## src/rtl/cacheline_adapter.sv

```systemverilog
// cacheline_adapter: bridges one 256-bit cache line request to a fixed 4-beat, 64-bit memory burst.
// Define CACHELINE_ADAPTER_PROTOCOL_CHECK_EN to build the sticky protocol-error monitor driving err.
module cacheline_adapter #(
  parameter int s_line   = 256,
  parameter int s_burst  = 64,
  parameter int s_offset = 5
) (
  input  logic               clk,
  input  logic               rst,
  input  logic [31:0]        pmem_address,
  input  logic               pmem_read,
  input  logic               pmem_write,
  input  logic [s_line-1:0]  pmem_wdata,
  output logic [s_line-1:0]  pmem_rdata,
  output logic               pmem_resp,
  output logic [31:0]        mem_address,
  output logic               mem_read,
  output logic               mem_write,
  output logic [s_burst-1:0] mem_wdata,
  input  logic [s_burst-1:0] mem_rdata,
  input  logic               mem_resp,
  output logic               err
);

  localparam int num_beats = s_line / s_burst;
  localparam int cnt_w     = (num_beats > 1) ? $clog2(num_beats) : 1;
  localparam logic [cnt_w-1:0] c_last_beat = cnt_w'(num_beats - 1);
  localparam logic [cnt_w-1:0] c_one       = cnt_w'(1);
  localparam logic [cnt_w-1:0] c_zero      = cnt_w'(0);

  typedef enum logic [1:0] {
    ST_IDLE     = 2'd0,
    ST_RD_BURST = 2'd1,
    ST_WR_BURST = 2'd2,
    ST_DONE     = 2'd3
  } state_e;

  state_e             r_state;
  state_e             w_next_state;
  logic [cnt_w-1:0]   r_cnt;
  logic [31:0]        r_addr;
  logic [s_line-1:0]  r_line;
  logic [s_line-1:0]  r_rdata;
  logic [31:0]        w_aligned_addr;
  logic               w_last_ack;
  logic               w_mem_read;
  logic               w_mem_write;
  logic               w_pmem_resp;
  logic               w_unused;

  assign w_aligned_addr = {pmem_address[31:s_offset], {s_offset{1'b0}}};
  assign w_last_ack     = mem_resp && (r_cnt == c_last_beat);
  assign w_unused       = &{1'b0, pmem_address[s_offset-1:0]};

  always_ff @(posedge clk or posedge rst) begin
    if (rst) begin
      r_state <= ST_IDLE;
    end else begin
      r_state <= w_next_state;
    end
  end

  always_comb begin
    w_next_state = r_state;
    case (r_state)
      ST_IDLE: begin
        if (pmem_write) begin
          w_next_state = ST_WR_BURST;
        end else if (pmem_read) begin
          w_next_state = ST_RD_BURST;
        end else begin
          w_next_state = ST_IDLE;
        end
      end
      ST_RD_BURST: begin
        if (w_last_ack) begin
          w_next_state = ST_DONE;
        end else begin
          w_next_state = ST_RD_BURST;
        end
      end
      ST_WR_BURST: begin
        if (w_last_ack) begin
          w_next_state = ST_DONE;
        end else begin
          w_next_state = ST_WR_BURST;
        end
      end
      ST_DONE:  w_next_state = ST_IDLE;
      default:  w_next_state = ST_IDLE;
    endcase
  end

  always_comb begin
    w_mem_read  = 1'b0;
    w_mem_write = 1'b0;
    w_pmem_resp = 1'b0;
    case (r_state)
      ST_IDLE:     w_pmem_resp = 1'b0;
      ST_RD_BURST: w_mem_read  = 1'b1;
      ST_WR_BURST: w_mem_write = 1'b1;
      ST_DONE:     w_pmem_resp = 1'b1;
      default:     w_pmem_resp = 1'b0;
    endcase
  end

  // Request capture, beat counting and read-line assembly; stalls (no mem_resp) hold everything.
  always_ff @(posedge clk or posedge rst) begin
    if (rst) begin
      r_cnt   <= c_zero;
      r_addr  <= 32'h0000_0000;
      r_line  <= {s_line{1'b0}};
      r_rdata <= {s_line{1'b0}};
    end else begin
      case (r_state)
        ST_IDLE: begin
          if (pmem_write) begin
            r_addr <= w_aligned_addr;
            r_line <= pmem_wdata;
            r_cnt  <= c_zero;
          end else if (pmem_read) begin
            r_addr <= w_aligned_addr;
            r_cnt  <= c_zero;
          end
        end
        ST_RD_BURST: begin
          if (mem_resp) begin
            r_rdata[r_cnt*s_burst +: s_burst] <= mem_rdata;
            r_cnt <= w_last_ack ? c_zero : (r_cnt + c_one);
          end
        end
        ST_WR_BURST: begin
          if (mem_resp) begin
            r_cnt <= w_last_ack ? c_zero : (r_cnt + c_one);
          end
        end
        default: r_cnt <= c_zero;
      endcase
    end
  end

  assign mem_address = r_addr;
  assign mem_read    = w_mem_read;
  assign mem_write   = w_mem_write;
  assign pmem_resp   = w_pmem_resp;
  assign pmem_rdata  = r_rdata;
  assign mem_wdata   = w_mem_write ? r_line[r_cnt*s_burst +: s_burst] : {s_burst{1'b0}};

`ifdef CACHELINE_ADAPTER_PROTOCOL_CHECK_EN
  logic r_err;
  logic w_proto_viol;

  // A burst in flight must see a stable line address from the still-asserted request.
  always_comb begin
    w_proto_viol = 1'b0;
    case (r_state)
      ST_IDLE:     w_proto_viol = (pmem_read && pmem_write) || mem_resp;
      ST_RD_BURST,
      ST_WR_BURST: w_proto_viol = (pmem_read || pmem_write) &&
                                  (pmem_address[31:s_offset] != r_addr[31:s_offset]);
      ST_DONE:     w_proto_viol = mem_resp;
      default:     w_proto_viol = 1'b0;
    endcase
  end

  always_ff @(posedge clk or posedge rst) begin
    if (rst) begin
      r_err <= 1'b0;
    end else begin
      r_err <= r_err | w_proto_viol;
    end
  end

  assign err = r_err;
`else
  assign err = 1'b0;
`endif

endmodule

```

## config.mk

```make
export PLATFORM = sky130hd
export DESIGN_NAME = cacheline_adapter
export DESIGN_NICKNAME = d
export VERILOG_FILES = /design/src/rtl/cacheline_adapter.sv
export SDC_FILE = /design/constraint.sdc
export NUM_CORES = 1
export LEC_CHECK = 0
export ABC_AREA = 0
export CORE_AREA = 10 10 272 274
export DETAILED_ROUTE_END_ITERATION = 8
export DIE_AREA = 0 0 282 284
export HOLD_SLACK_MARGIN = 0.08
export SLEW_MARGIN = 20
export SYNTH_ARGS = -nofsm -noshare
export SYNTH_HDL_FRONTEND = slang
export SYNTH_SLANG_ARGS = --single-unit
```

## constraint.sdc

```tcl
create_clock -name clk -period 56.8 [get_ports clk]
set_clock_uncertainty 0.15 [all_clocks]
set_input_delay 11.36 -clock clk [delete_from_list [all_inputs] [get_ports clk]]
set_output_delay 11.36 -clock clk [all_outputs]
set_load 0.05 [all_outputs]
```

==> flow_summary.json <==
{
  "rsz0062_at_grt": "no",
  "crit_type": "flip-flop to output pin",
  "die_w_um": 282,
  "cts.path.max_buffers": 3,
  "cts-root-buf": "clkbuf_16",
  "p_leak_nw": 13.1,
  "yosys-top-cells-area": "dfrtp_1, mux2_2, nand2_1, mux2i_1, o21ai_0",
  "antenna_found_initial": 40,
  "placeableCoreArea_mm2": 0.0683,
  "drt-initial-drc-count": 1071,
  "ant_nets": 0,
  "die_y_um": 284,
  "busiest_layer": "met2",
  "htreeDepth": 2,
  "peakVddDrop_uv": 37.4,
  "initial_utilization_pct": 32.9,
  "final.setup.tns_ns": 0,
  "ys_top_cells_by_count": "dfrtp_1, nand2_1, mux2_2",
  "cts_resized": 0,
  "cap_violations": 0,
  "final_nets": 2864,
  "drc": 0,
  "layout-drive-gt1-share_pct": 16.1,
  "grt_pass1_wl_mm": 116,
  "worst_slack_ns": 40.69,
  "dr.pass1.iters": 7,
  "finalSetupViolCount": 0,
  "slew_violations": 0,
  "fillCellCount": 6172,
  "viasPerCell": 4.96,
  "place_ws_ns": 41.24,
  "internal_power_w": 0.00102,
  "syn_inst": 1849,
  "rows": 96,
  "gr-usage-all-layers_pct": 18.9,
  "postCtsSetupRepairBufs": 0,
  "die_area_mm2": 0.0801,
  "hpwl_mm": 56.7,
  "ioPinCount": 713,
  "status": "finished, final reports clean",
  "grt_max_degree": 193,
  "cpMaxStageDelayCell": "clkdlybuf4s50_1",
  "grt_pass1_vias": 18000,
  "synth_top_area_share_pct": 60.4,
  "syn_area_mm2": 0.0225,
  "worstMarginPinSlew_ns": 1.04,
  "gp_congestion": 0.848,
  "worstPathRequired_ns": 45.29,
  "finalCritPeriodShare_pct": 28.4,
  "crit_chain": "buf_4 -> buf_4 -> mux2i_1 -> o22ai_1 -> clkdlybuf4s50_1",
  "finalHoldViolCount": 0,
  "p_clk_share_pct": 24.4,
  "io_buffers": 701,
  "syn_to_final_growth_pct": 43.4,
  "dpl_cell_area_mm2": 0.0302,
  "startpoint_type": "flip-flop",
  "synth_warnings": 0,
  "syn_avg_cell_area_um2": 12.2,
  "holdCritPathClass": "flip-flop to flip-flop",
  "postSynth.asyncResetShare_pct": 100,
  "stdcell_area_mm2": 0.0323,
  "arrival_ns": 4.60,
  "wire_per_inst_um": 22.9,
  "switching_share_pct": 37.4,
  "cp-end-kind": "output pin",
  "yosysSeqAreaShare_pct": 60.4,
  "cp_max_fo": 54,
  "synth_ff_type": "dfrtp_1",
  "relSlewSlack_pct": 30.5,
  "cts_tree": "yes",
  "routed_wirelength_mm": 78.7,
  "ys_ff_latch": 543,
  "fin_util_pct": 47.2,
  "seqPwrFrac_pct": 35.8,
  "fmax_mhz": 62.1,
  "synth_edf_count": 0,
  "switching_power_w": 0.000609,
  "clkTransAtPathRegs_ns": 0.06,
  "cts_made_buffers": 59,
  "grt_util_met1_pct": 21.3,
  "via_count": 17000,
  "yosysTopAreaCell": "dfrtp_1",
  "use_met2_pct": 31.2,
  "cellPowerDensity_mw_per_mm2": 50.5,
  "max_stage_delay_ns": 0.92,
  "grt_overflow": 0,
  "clkSinkCount": 543,
  "cts_hold_buf": 0,
  "min_period_ns": 16.11,
  "clk_latency_ns": 0.60,
  "combPwrFrac_pct": 39.8,
  "grt_util_met3_pct": 8.92,
  "yosysMostFrequentCell": "dfrtp_1",
  "yosysUniqueCellTypes": 31,
  "crit_top_cell": "buf_4",
  "fin_hold_ws_ns": 0.327
}
layer usage:
metal  wire length (um)  up-vias  share of wire, %
li1                   -     7720                 -
met1              29700     8411                38
met5                362        -              0.46
met2              37600      644                48
met3               9070      171                12
met4               2040       58               2.6
cell type report:
class | instances | area (um2) | share of cell area [%]
flip-flops and latches | 543 | 13600 | 42.1
multi-input cells | 1165 | 8290 | 25.7
repair buffers | 722 | 7220 | 22.4
clock buffers | 92 | 1780 | 5.53
well taps | 882 | 1100 | 3.42
clock inverters | 15 | 223 | 0.690
inverters | 5 | 26.3 | 0.0815
diodes | 7 | 17.5 | 0.0543
per-stage QoR:
step | total power (W) | cells
2_1_floorplan | 0.00103 | 1854
3_3_place_gp | 0.00122 | 3316
3_5_place_dp | 0.00124 | 3316
4_1_cts | 0.00165 | 3423
5_1_grt | 0.00171 | 3428
6_report | 0.00163 | 3431
power groups by stage:
| stage | registers (W) | clock network (W) | logic [W] |
|---|---|---|---|
| finish | 0.000583 | 0.000397 | 0.000649 |
| detailed placement | 0.000590 | 0 | 0.000653 |
| global route | 0.000598 | 0.000423 | 0.000691 |
| global placement | 0.000582 | 0 | 0.000641 |
| floorplan | 0.000663 | 0 | 0.000365 |
| CTS | 0.000583 | 0.000407 | 0.000656 |
worst max-delay path, delay by kind of cell (launching register included):
kind | cells | cell delay, ns
muxes | 1 | 0.28
AOI/OAI and AO/OA | 1 | 0.24
buffers and inverters | 3 | 2.47
DFF | 1 | 0.91
cells by family after synthesis:
logic type	synth area share, %
AOI/OAI and AO/OA	8.74
adders and majority gates	0.612
buffers and inverters	3.19
DFF	60.4
muxes	19.9
other	0.0167
and+or+nand+nor	7.19
registers in the layout, summed over array words and instances, names as in the netlist:
| register | flops |
|---|---|
| r_line | 256 |
| r_state | 2 |
| r_cnt | 2 |
| pmem_rdata | 256 |
| mem_address | 27 |
path summary, 6_finish.rpt:
check	cells after the start	slack, ns	startpoint	end
min in group asynchronous	2	11.16	rst	mem_address[10]
worst max-delay path	5	40.69	r_cnt[1]	mem_wdata[6]
worst max register to register	6	53.55	r_state[0]	r_line[13]
worst min-delay path	2	0.33	pmem_rdata[73]	pmem_rdata[73]
worst min register to register	2	0.33	pmem_rdata[73]	pmem_rdata[73]
max in group asynchronous	4	42.89	rst	pmem_rdata[9]
cell usage in the layout (no fill, tap or decap), drive strengths merged, types with 21 or more instances in the layout:
cell / Yosys / routed
clkdlybuf4s50: 0 / 701
o22ai: 64 / 64
dfrtp: 543 / 543
mux2i: 128 / 128
clkbuf: 51 / 92
o21ai: 196 / 196
a22o: 64 / 64
mux2: 283 / 283
buf: 90 / 21
nand2: 391 / 391
Power figures use the tool's default switching activity.
